[src/rtl/uart_rx_core_pkg.sv]
// Shared definitions for the UART receive core: FSM states, parity modes, baud helpers.
package uart_rx_core_pkg;

  typedef enum logic [2:0] {
    ST_IDLE,
    ST_START,
    ST_DATA,
    ST_PARITY,
    ST_STOP
  } rx_state_e;

  localparam int PARITY_NONE = 0;
  localparam int PARITY_ODD  = 1;
  localparam int PARITY_EVEN = 2;

  function automatic int cycles_per_bit(input int clk_hz, input int baud);
    return clk_hz / baud;
  endfunction

endpackage

[src/rtl/uart_rx_core_rx_sync.sv]
// Two-flop synchroniser for an idle-high asynchronous serial line.
module rx_sync (
  input  logic clk,
  input  logic rst,
  input  logic d_i,
  output logic q_o
);

  logic [1:0] sync_q;

  // Resets to 1 so a line held in reset never looks like a start edge.
  always_ff @(posedge clk or negedge rst) begin
    if (!rst) sync_q <= 2'b11;
    else      sync_q <= {sync_q[0], d_i};
  end

  assign q_o = sync_q[1];

endmodule

[src/rtl/uart_rx_core.sv]
// UART receive core: glitch-filtered start detect, configurable framing, one-entry holder.
module uart_rx_core
  import uart_rx_core_pkg::*;
#(
  parameter int CLK_HZ    = 100_000_000,
  parameter int BAUD      = 9600,
  parameter int DATA_BITS = 8,
  parameter int PARITY    = 0,
  parameter int STOP_BITS = 1
) (
  input  logic                 clk,
  input  logic                 rst,
  input  logic                 rxd,
  output logic [DATA_BITS-1:0] data,
  output logic                 data_valid,
  input  logic                 data_ready,
  output logic                 parity_err,
  output logic                 frame_err,
  output logic                 overrun,
  output logic                 busy
);

  localparam int CPB  = cycles_per_bit(CLK_HZ, BAUD);
  localparam int CW   = $clog2(CPB);
  localparam int BW   = $clog2(DATA_BITS + 1);
  localparam int MID  = CPB / 2 - 1;
  localparam int LAST = CPB - 1;

  logic rx_s, rx_prev_q, fall;

  rx_sync u_sync (
    .clk (clk),
    .rst (rst),
    .d_i (rxd),
    .q_o (rx_s)
  );

  always_ff @(posedge clk or negedge rst) begin
    if (!rst) rx_prev_q <= 1'b1;
    else      rx_prev_q <= rx_s;
  end

  assign fall = rx_prev_q & ~rx_s;

  rx_state_e            state_q, state_d;
  logic [CW-1:0]        cnt_q, cnt_d;
  logic [BW-1:0]        bit_q, bit_d;
  logic                 stop_q, stop_d;
  logic [DATA_BITS-1:0] shift_q, shift_d;
  logic                 perr_q, perr_d;
  logic                 ferr_q, ferr_d;
  logic                 done, bit_tick;

  assign bit_tick = (cnt_q == CW'(LAST));

  always_comb begin
    state_d = state_q;
    cnt_d   = bit_tick ? '0 : cnt_q + 1'b1;
    bit_d   = bit_q;
    stop_d  = stop_q;
    shift_d = shift_q;
    perr_d  = perr_q;
    ferr_d  = ferr_q;
    done    = 1'b0;
    case (state_q)
      ST_IDLE: begin
        cnt_d = '0;
        if (fall) begin
          state_d = ST_START;
          bit_d   = '0;
          stop_d  = 1'b0;
          perr_d  = 1'b0;
          ferr_d  = 1'b0;
        end
      end
      ST_START: begin
        // Restart the counter at mid start bit so every later tick lands mid-bit.
        if (cnt_q == CW'(MID)) begin
          cnt_d   = '0;
          state_d = rx_s ? ST_IDLE : ST_DATA;
        end
      end
      ST_DATA: begin
        if (bit_tick) begin
          shift_d = {rx_s, shift_q[DATA_BITS-1:1]};
          if (bit_q == BW'(DATA_BITS - 1)) begin
            bit_d   = '0;
            state_d = (PARITY != PARITY_NONE) ? ST_PARITY : ST_STOP;
          end else begin
            bit_d = bit_q + 1'b1;
          end
        end
      end
      ST_PARITY: begin
        if (bit_tick) begin
          perr_d  = (^shift_q) ^ rx_s ^ (PARITY == PARITY_ODD);
          state_d = ST_STOP;
        end
      end
      ST_STOP: begin
        if (bit_tick) begin
          if (!rx_s) ferr_d = 1'b1;
          if (stop_q == 1'(STOP_BITS - 1)) begin
            done    = 1'b1;
            state_d = ST_IDLE;
            cnt_d   = '0;
          end else begin
            stop_d = 1'b1;
          end
        end
      end
      default: state_d = ST_IDLE;
    endcase
  end

  always_ff @(posedge clk or negedge rst) begin
    if (!rst) begin
      state_q <= ST_IDLE;
      cnt_q   <= '0;
      bit_q   <= '0;
      stop_q  <= 1'b0;
      shift_q <= '0;
      perr_q  <= 1'b0;
      ferr_q  <= 1'b0;
    end else begin
      state_q <= state_d;
      cnt_q   <= cnt_d;
      bit_q   <= bit_d;
      stop_q  <= stop_d;
      shift_q <= shift_d;
      perr_q  <= perr_d;
      ferr_q  <= ferr_d;
    end
  end

  logic [DATA_BITS-1:0] data_q;
  logic                 dv_q, pe_q, fe_q, ov_q, hs;

  assign hs = dv_q & data_ready;

  // A frame completing while the holder is full and unaccepted is dropped.
  always_ff @(posedge clk or negedge rst) begin
    if (!rst) begin
      data_q <= '0;
      dv_q   <= 1'b0;
      pe_q   <= 1'b0;
      fe_q   <= 1'b0;
      ov_q   <= 1'b0;
    end else begin
      if (done && (!dv_q || data_ready)) begin
        data_q <= shift_q;
        pe_q   <= perr_q;
        fe_q   <= ferr_d;
        dv_q   <= 1'b1;
      end else if (hs) begin
        dv_q <= 1'b0;
      end
      if (hs)                ov_q <= 1'b0;
      else if (done && dv_q) ov_q <= 1'b1;
    end
  end

  assign data       = data_q;
  assign data_valid = dv_q;
  assign parity_err = pe_q;
  assign frame_err  = fe_q;
  assign overrun    = ov_q;
  assign busy       = (state_q != ST_IDLE);

endmodule
[config.mk]
export PLATFORM = sky130hd
export DESIGN_NAME = uart_rx_core
export DESIGN_NICKNAME = d
export VERILOG_FILES = /design/src/rtl/uart_rx_core_pkg.sv /design/src/rtl/uart_rx_core_rx_sync.sv /design/src/rtl/uart_rx_core.sv
export SDC_FILE = /design/constraint.sdc
export NUM_CORES = 1
export LEC_CHECK = 0
export BUFFER_PORTS_ARGS = -buffer_cell sky130_fd_sc_hd__buf_4
export CAP_MARGIN = 20
export CORE_ASPECT_RATIO = 0.75
export CORE_MARGIN = 2
export CORE_UTILIZATION = 50
export DETAILED_ROUTE_END_ITERATION = 16
export HOLD_SLACK_MARGIN = 0.06
export PLACE_DENSITY_LB_ADDON = 0.05
export REMOVE_ABC_BUFFERS = 1
export SLEW_MARGIN = 40
export SYNTH_ARGS = -nofsm -noshare
export SYNTH_HDL_FRONTEND = slang
export SYNTH_SLANG_ARGS = --single-unit
export TNS_END_PERCENT = 1
[constraint.sdc]
create_clock -name clk -period 3.06 [get_ports clk]
set_input_delay 0.459 -clock clk [delete_from_list [all_inputs] [get_ports clk]]
set_output_delay 0.459 -clock clk [all_outputs]
set_load 0.03 [all_outputs]
# After elaboration in Yosys (flattened, before gate mapping)

Cells that the tools add are included.

Register bits after elaboration: 47
Logic and storage cells: 86
Output and inout port bits: 13

Add/sub/neg operators: 2
Reductions and logical operators: 17
Bitwise operators: 4
Muxes and demuxes: 35
Eq/ne operators: 14

Operators with widths:

| operator              | count |
|---|---|
| $mux 14               | 4 |
| $pmux 14 s3           | 1 |
| $mux 3                | 7 |
| $pmux 3 s5            | 1 |
| $add 14x1->14 const B | 1 |
| $eq 14x13->1 const B  | 1 |
| $eq 14x14->1 const B  | 1 |
| $mux 1                | 14 |
| $ne 2x2->1 const B    | 7 |
| $mux 4                | 3 |
| $reduce_bool 2->1     | 5 |
| $reduce_and 3->1      | 3 |
| $pmux 4 s2            | 1 |
| $reduce_xor 8->1      | 1 |
| $reduce_and 7->1      | 1 |
| $eq 3x2->1 const B    | 2 |
| $pmux 1 s2            | 3 |
| $add 4x1->4 const B   | 1 |
| $eq 4x3->1 const B    | 1 |
| $eq 3x1->1 const B    | 1 |
| $eq 3x3->1 const B    | 1 |
| $logic_not 3->1       | 1 |
| $reduce_bool 3->1     | 1 |
| $and 1x1->1           | 2 |
| 7 further kinds       | 8 |

# Logic depth before layout (Yosys ltp)

Gate-level depths: netlist of run 1.

Depth after elaboration: 6
Depth in mapped cells: 7
Mapped depth without buffers: 6

# Modules after synthesis

Synthesis of run 1 repeated with hierarchy kept, for this count alone.

Cells, all modules: 184
Area, all modules: 2202.1 µm²

Modules (own cells, without submodules):

| module       | seq. area each (µm²) | cells an instance | area an instance (µm²) | times used |
|---|---|---|---|---|
| uart_rx_core | 1102.3               | 182               | 2149.6                 | 1 |
| rx_sync      | 52.6                 | 2                 | 52.6                   | 1 |

# Worst setup path after synthesis of run 1

Ideal clock, no wire load.

Kind: flip-flop to flip-flop
From: reg cnt_q[3]
To: reg cnt_q[11]
Stages on the path, launching flop included: 8
Setup slack: 920 ps
Arrival: 2022 ps
Clock period less this slack: 2140 ps
Required time: 2941 ps
Path through: dfrtp_1 > buf_6 > or4b_1 > or4_4 > a211oi_2 > or2_2 > buf_6 > nor2_1

Word-level cells in the longest chain between the ends: 5

RTL lines:

| element                                       | RTL line                               | text |
|---|---|---|
| from (decl)                                   | uart_rx_core.sv:46                     | `logic [CW-1:0] cnt_q, cnt_d;` |
| from (signal assigned)                        | uart_rx_core.sv:127                    | `cnt_q <= cnt_d;` |
| $add 14x1->14 or $eq 14x14->1 (tied branches) | uart_rx_core.sv:58, uart_rx_core.sv:54 |  |
| $mux 14                                       | uart_rx_core.sv:58                     | `cnt_d = bit_tick ? '0 : cnt_q + 1'b1;` |
| $mux 14                                       | uart_rx_core.sv:103                    | `if (stop_q == 1'(STOP_BITS - 1)) begin` |
| $mux 14                                       | uart_rx_core.sv:101                    | `if (bit_tick) begin` |
| $pmux 14 s3 *                                 | uart_rx_core.sv:65                     | `case (state_q)` |
| named net cnt_d[11]                           | uart_rx_core.sv:46                     |  |

Mark *: on every way through the listed nets, which the timed path passes. The rest lies on a longest branch.
A chain may end at the register's enable or synchronous reset.

# Final worst setup path of run 1

From: reg cnt_q[0]
To: reg data_q[5], in the netlist data[5]

Word-level cells in the longest chain between the ends: 4

RTL lines:

| element              | RTL line            | text |
|---|---|---|
| $eq 14x14->1         | uart_rx_core.sv:54  | `assign bit_tick = (cnt_q == CW'(LAST));` |
| $mux 1               | uart_rx_core.sv:101 |  |
| $mux 1               | uart_rx_core.sv:65  |  |
| $logic_and 1x1->1    | uart_rx_core.sv:150 | `if (done && (!dv_q \|\| data_ready)) begin` |
| to (signal assigned) | uart_rx_core.sv:151 | `data_q <= shift_q;` |
| to (decl)            | uart_rx_core.sv:136 | `logic [DATA_BITS-1:0] data_q;` |

No other way between the ends.

==> flow_metrics.py, run 1 <==
metrics = {
    "critical_path": {
        "end_kind": "flip-flop",
        "worst-r2r-setup-slack_ps": 620,
        "arrival_time_of_the_worst_setup_path_ps": 2630,
        "critPathLaunchType": "flip-flop",
        "cp.required_ps": 3250,
        "r2r_cells": 7,
        "worst_r2r_startpoint": "cnt_q[0]$_DFF_PN0_",
        "crit-reg2reg-capture": "data[5]$_DFFE_PN0P_",
        "crit_type": "flip-flop to flip-flop",
        "worstPathMaxFanout": 10,
    },
    "yosys": {
        "post_synth_xor_xnor_area": 0.08159,
        "avgSynthCellArea_um2": 11.48,
        "yosys.area_share.simple": 0.1836,
        "syn-instance-count": 187,
        "synthesis.area_um2": 2147,
        "synth_top_family_by_area": "simple AND/OR/NAND/NOR gates",
        "netlist-cell-type-count": 41,
        "synth-compound-area-share": 0.05886,
        "postSynthRegisterBits": 46,
        "yosys-mux-area-fraction": 0.09907,
        "sequential_to_total_area_share_from_yosys_stat": 0.5379,
        "synthAdderAreaFrac": 0.01166,
        "ys_async_sr_fraction": 1.000,
        "synth_edf_count": 0,
        "yosysWarningCount": 0,
        "synth_flop_cell": "sky130_fd_sc_hd__dfrtp_1",
    },
    "cts": {
        "worstSkewPairLatency_ps": 300,
        "htreeDepth": 2,
        "cts_tree": "built",
        "cts_root_buffer": "sky130_fd_sc_hd__clkbuf_8",
        "cts_setup_buffers": 0,
        "number_of_buffers_on_the_longest_clock_path": 2,
        "cts.sink_count": 46,
        "cts-buffers-inserted": 5,
        "cts.hold.buffers_added": 0,
        "worst_setup_hold_path_clk_slew_ps": 90,
        "postCtsResizedCells": 0,
    },
    "timing": {
        "layout_min_cycle_time_ps": 2445,
        "finalMaxSlewViolations": 0,
        "finalHoldViolCount": 0,
        "timing.final.crit_share": 0.7989,
        "final_setup_vio_count": 0,
        "setup_repair_after_global_routing_missed_its_margin": "false",
        "finalClockSkew_ps": 6.597,
        "finalSetupTns_ps": 0,
        "slew_headroom": 0.6216,
        "maximum_clock_frequency_mhz": 409.1,
        "tightestPinTransition_ps": 567.6,
    },
    "cells_and_area": {
        "mostFrequentLayoutCells": "sky130_fd_sc_hd__dfrtp_1, sky130_fd_sc_hd__nor2_1, sky130_fd_sc_hd__buf_4",
        "syn_to_final_growth_pct": 11.66,
        "layout-drive-gt1-share": 0.2476,
        "finish.net_count": 211,
        "diode_insertion_count_for_antenna_repair": 0,
        "final_core_utilization": 0.5877,
        "post-route-cell-area_um2": 2397,
        "final_common_cell": "sky130_fd_sc_hd__dfrtp_1",
    },
    "global_route": {
        "grt_pass1_wl_um": 6693,
        "antenna_found_initial": 0,
        "grt_usage": 0.1837,
        "grt_pass1_vias": 1415,
        "maximum_number_of_pins_on_one_net_before_global_route_repair": 47,
        "grt_overflow_total": 0,
    },
    "floorplanning": {
        "die_width_um": 79.67,
        "start_util": 0.5264,
        "io_pins": 17,
        "overall_die_area_um2": 4840,
        "floorplan.die.height_um": 60.75,
        "core.rowCount": 20,
        "core_area_um2": 4079,
    },
    "power": {
        "worst_ir_drop_vdd_mv": 0.3256,
        "total_leakage_power_nw": 1.100,
        "power_density_nw_per_um2": 501.7,
    },
    "placement": {
        "gp_congestion": 0.8538,
        "io_buffers": 16,
        "hpwl_um": 2724,
        "placement.cell_area_um2": 2307,
    },
    "route": {
        "starting_drt_drc_count": 109,
        "ant_nets": 0,
        "total_via_count_after_detailed_routing": 1430,
        "wire_per_inst_um": 15.07,
        "drt_pre_antenna_iters": 4,
        "postRouteWirelength_um": 3932,
        "drcViolationCount": 0,
        "viasPerCell": 5.479,
    },
    "outcome": {
        "status": "finished clean",
    },
    "worst_hold_path": {
        "holdCritPathClass": "input pin to async pin",
    },
    "flow_run": {
        "cap_viol_max_count": 0,
    },
}
==> cell usage after synthesis, drive strengths merged, types with 2 or more instances <==
| library cell | n | area share |
|---|---|---|
| dfrtp | 43 | 0.50 |
| nor2 | 21 | 0.037 |
| mux2 | 18 | 0.094 |
| xnor2 | 16 | 0.065 |
| nand2 | 13 | 0.023 |
| nand4 | 6 | 0.017 |
| o21ai | 6 | 0.014 |
| nand3 | 5 | 0.012 |
| buf | 4 | 0.015 |
| inv | 4 | 0.0070 |
| nand2b | 4 | 0.012 |
| xor2 | 4 | 0.016 |
| and3 | 3 | 0.0087 |
| clkbuf | 3 | 0.0052 |
| dfstp | 3 | 0.037 |
| nor3 | 3 | 0.0070 |
| a21oi | 2 | 0.0047 |
| a41oi | 2 | 0.0082 |
| ha | 2 | 0.012 |
| nand3b | 2 | 0.0070 |
| nand4bb | 2 | 0.010 |
| nor4b | 2 | 0.0082 |
| o31ai | 2 | 0.0070 |
| or2 | 2 | 0.0058 |
| or3 | 2 | 0.0058 |
==> report_power, final <==
| group | switching [mW] | internal (mW) |
|---|---|---|
| Combinational | 0.0811 | 0.0538 |
| Clock | 0.214 | 0.161 |
| Sequential | 0.0473 | 0.646 |
==> per-stage QoR <==
step / worst slack, ps / hold WS, ps / instances / total power [mW]
2_1_floorplan: 434.4 / 163.4 / 180 / 0.7896
3_3_place_gp: 763.1 / 347.4 / 253 / 0.8331
3_5_place_dp: 696.0 / 346.8 / 253 / 0.8375
4_1_cts: 603.2 / 165.3 / 261 / 1.215
5_1_grt: 382.9 / 186.1 / 261 / 1.264
6_report: 615.5 / 151.1 / 261 / 1.203
==> worst max-delay path by stage <==
stage                             start             endpoint  slack (ps)
CTS                  cnt_q[0]$_DFF_PN0_  data[5]$_DFFE_PN0P_         600
detailed placement   cnt_q[0]$_DFF_PN0_  data[5]$_DFFE_PN0P_         700
finish               cnt_q[0]$_DFF_PN0_  data[5]$_DFFE_PN0P_         620
global placement    cnt_q[11]$_DFF_PN0_   cnt_q[3]$_DFF_PN0_         760
floorplan            cnt_q[0]$_DFF_PN0_  data[0]$_DFFE_PN0P_         430
global route         cnt_q[0]$_DFF_PN0_  data[2]$_DFFE_PN0P_         380
==> flip-flops by register name, summed over array words and instances (netlist names), 2 cells and up <==
name	cells
state_q	3
shift_q	8
bit_q	4
data	8
cnt_q	14
u_sync.sync_q	2
==> worst max-delay path, stage by stage, from the launching register on <==
cell and delay [ps]:
sky130_fd_sc_hd__dfrtp_1 400, sky130_fd_sc_hd__ha_1 250, sky130_fd_sc_hd__nand4bb_1 230, sky130_fd_sc_hd__nor4b_1 330
sky130_fd_sc_hd__nand4_1 250, sky130_fd_sc_hd__nor3b_1 280, sky130_fd_sc_hd__buf_4 240, sky130_fd_sc_hd__mux2_2 350
==> area by class of cell <==
| cell class | count | area [µm²] |
|---|---|---|
| Clock buffer | 5 | 68.82 |
| Clock inverter | 3 | 21.27 |
| Tap cell | 55 | 68.82 |
| Sequential cell | 46 | 1155 |
| Inverter | 4 | 15.01 |
| Fill cell | 338 | 1682 |
| Timing Repair Buffer | 18 | 135.1 |
| Multi-Input combinational cell | 130 | 933.4 |
==> cell families after synthesis <==
logic type | Yosys count
and+or+nand+nor | 71
muxes | 19
AOI/OAI and AO/OA | 18
xor gates and xnor gates | 20
adders and majority gates | 2
buffers and inverters | 11
DFF | 46
==> per-layer routing <==
| metal | vias up | global-route usage | wire, µm | part of all wire |
|---|---|---|---|---|
| li1 | 695 | - | - | - |
| met1 | 691 | 0.2649 | 2005 | 0.51 |
| met2 | 37 | 0.2641 | 1661 | 0.42 |
| met3 | 7 | 0.05060 | 203 | 0.052 |
| met4 | 0 | 0.07635 | 61 | 0.016 |
| met5 | - | 0 | 0 | 0 |
No activity file was read; power rests on OpenSTA's default activity.
==> run 2: changes to the inputs <==
==> constraint.sdc (replaced) <==
create_clock -name clk -period 2.4 [get_ports clk]
set_input_delay 0.36 -clock clk [delete_from_list [all_inputs] [get_ports clk]]
set_output_delay 0.36 -clock clk [all_outputs]
set_load 0.03 [all_outputs]
==> run 2 against run 1 <==
Net effect: design area grew 2.6%; die area did not move; cell count grew 1.9%; first-iteration DRC count is 24% higher; maximum frequency up 8.3%; clock skew about the same; routed wire length fell by 1.5%; global-route usage up 0.34 points; via count down 0.42%; critical path depth stayed put; highest routed layer unchanged.
==> flow_metrics.py, run 2 (same netlist as run 1, synthesis figures left out) <==
metrics = {
    "cts": {
        "cts_root_buffer": "sky130_fd_sc_hd__clkbuf_8",
        "cts-buffers-inserted": 5,
        "worstSkewPairLatency_ps": 300,
        "cts.sink_count": 46,
        "htreeDepth": 2,
        "cts_setup_buffers": 0,
        "number_of_buffers_on_the_longest_clock_path": 2,
        "cts_tree": "built",
        "worst_setup_hold_path_clk_slew_ps": 80,
    },
    "power": {
        "worst_ir_drop_vdd_mv": 0.3944,
        "total_leakage_power_nw": 1.130,
        "power_density_nw_per_um2": 667.9,
    },
    "timing": {
        "timing.final.crit_share": 0.9408,
        "finalClockSkew_ps": 6.952,
        "layout_min_cycle_time_ps": 2258,
        "maximum_clock_frequency_mhz": 442.9,
        "final_setup_vio_count": 0,
        "tightestPinTransition_ps": 560.5,
        "setup_repair_after_global_routing_missed_its_margin": "false",
        "finalHoldViolCount": 0,
        "slew_headroom": 0.6263,
        "finalMaxSlewViolations": 0,
        "finalSetupTns_ps": 0,
    },
    "worst_hold_path": {
        "hold_depth": 1,
        "holdCritPathClass": "input pin to flip-flop",
    },
    "cells_and_area": {
        "multi_input_area_um2": 935.9,
        "layout-drive-gt1-share": 0.2559,
        "finish.net_count": 216,
        "diode_insertion_count_for_antenna_repair": 0,
        "final_common_cell": "sky130_fd_sc_hd__dfrtp_1",
        "fillers": 344,
        "max_flop_register": "cnt_q",
        "syn_to_final_growth_pct": 14.57,
        "seqCellArea_um2": 1155,
        "largest_reg_flops": 14,
        "final_core_utilization": 0.6031,
        "mostFrequentLayoutCells": "sky130_fd_sc_hd__dfrtp_1, sky130_fd_sc_hd__buf_4, sky130_fd_sc_hd__nor2_1",
        "post-route-cell-area_um2": 2460,
    },
    "route": {
        "viasPerCell": 5.353,
        "starting_drt_drc_count": 135,
        "drt_pre_antenna_iters": 4,
        "total_via_count_after_detailed_routing": 1424,
        "postRouteWirelength_um": 3874,
        "ant_nets": 0,
        "wire_per_inst_um": 14.56,
        "drcViolationCount": 0,
    },
    "floorplanning": {
        "core.rowCount": 20,
        "die_width_um": 79.67,
        "overall_die_area_um2": 4840,
        "io_pins": 17,
        "core_area_um2": 4079,
        "start_util": 0.5264,
        "floorplan.die.height_um": 60.75,
    },
    "global_route": {
        "grt_overflow_total": 0,
        "grt_pass1_wl_um": 6720,
        "grt_usage": 0.1870,
        "grt_pass1_vias": 1369,
        "maximum_number_of_pins_on_one_net_before_global_route_repair": 47,
        "antenna_found_initial": 0,
    },
    "placement": {
        "io_buffers": 16,
        "gp_congestion": 0.8510,
        "placement.cell_area_um2": 2337,
        "hpwl_um": 2728,
    },
    "critical_path": {
        "cp.depth": 7,
        "worstPathMaxFanout": 10,
        "slowest_stage": "sky130_fd_sc_hd__dfrtp_1",
        "critical_path_cell_sequence": "ha_1, nand4bb_1, nor4b_1, nand4_1, nor3b_1, buf_4, mux2_2",
        "arrival_time_of_the_worst_setup_path_ps": 2440,
        "crit_type": "flip-flop to flip-flop",
        "cp.required_ps": 2580,
        "cp_num_buf_inv": 1,
        "r2r_cells": 7,
        "critical_path.top_delay_family": "simple AND/OR/NAND/NOR gates",
        "worst_path_largest_cell_delay_ps": 390,
        "end_kind": "flip-flop",
        "critPathLaunchType": "flip-flop",
    },
    "outcome": {
        "status": "finished clean",
    },
    "flow_run": {
        "cap_viol_max_count": 0,
    },
}
==> run 2: changes by cell type in the layout (fill, tap and decap cells not counted) <==
cell	change
sky130_fd_sc_hd__buf_4	+4
sky130_fd_sc_hd__bufinv_16	+1
sky130_fd_sc_hd__clkbuf_1	+1
sky130_fd_sc_hd__clkinv_2	-1
sky130_fd_sc_hd__clkinv_4	-1
sky130_fd_sc_hd__dlygate4sd3_1	+1
sky130_fd_sc_hd__or2_2	-1
sky130_fd_sc_hd__or2_4	+1
==> run 2: path summary, 6_finish.rpt <==
check | from | endpoint | slack, ps
worst min register to register | u_sync.sync_q[0]$_DFF_PN1_ | u_sync.sync_q[1]$_DFF_PN1_ | 360
min in group asynchronous | rst | data[4]$_DFFE_PN0P_ | 590
worst max-delay path | cnt_q[0]$_DFF_PN0_ | data[6]$_DFFE_PN0P_ | 140
worst min-delay path | rxd | u_sync.sync_q[0]$_DFF_PN1_ | 170
worst max register to register | cnt_q[0]$_DFF_PN0_ | data[6]$_DFFE_PN0P_ | 140
max in group asynchronous | rst | u_sync.sync_q[1]$_DFF_PN1_ | 1420
==> run 2: what timing repair did <==
item / 4_1_cts / 5_1_grt
resized for setup: 0 / 1
setup endpoints to repair: 0 / 8
hold endpoints to repair: 1 / 0
hold buffers: 1 / 0
==> run 2: routing by layer <==
| layer | GRT usage | share of wire | up-vias |
|---|---|---|---|
| met5 | 0 | 0 | - |
| met4 | 0.05172 | 0.0088 | 0 |
| met3 | 0.06250 | 0.041 | 4 |
| met2 | 0.2497 | 0.43 | 25 |
| met1 | 0.2890 | 0.52 | 695 |
| li1 | - | - | 700 |
==> run 2: where the power goes <==
part / leakage (nW) / switching (mW) / internal, mW
sequential: 0.621 / 0.0541 / 0.823
clock: 0.0514 / 0.253 / 0.311
combinational: 0.458 / 0.119 / 0.0824
==> run 2: layout make-up <==
class / instances / area share
Sequential cell: 46 / 0.4695
Multi-Input combinational cell: 130 / 0.3805
Timing Repair Buffer: 23 / 0.07121
Clock buffer: 6 / 0.02950
Tap cell: 55 / 0.02798
Clock inverter: 2 / 0.01526
Inverter: 4 / 0.006104
==> run 2: through the flow <==
stage	total power, mW	std cells	hold slack, ps	setup slack (ps)
final	1.643	266	167.9	142.2
after detailed placement	1.092	257	348.7	101.1
after global routing	1.734	266	140.3	20.25
after global placement	1.081	257	348.0	167.9
after CTS	1.666	266	155.8	88.96
after floorplan	1.007	180	64.41	-225.6
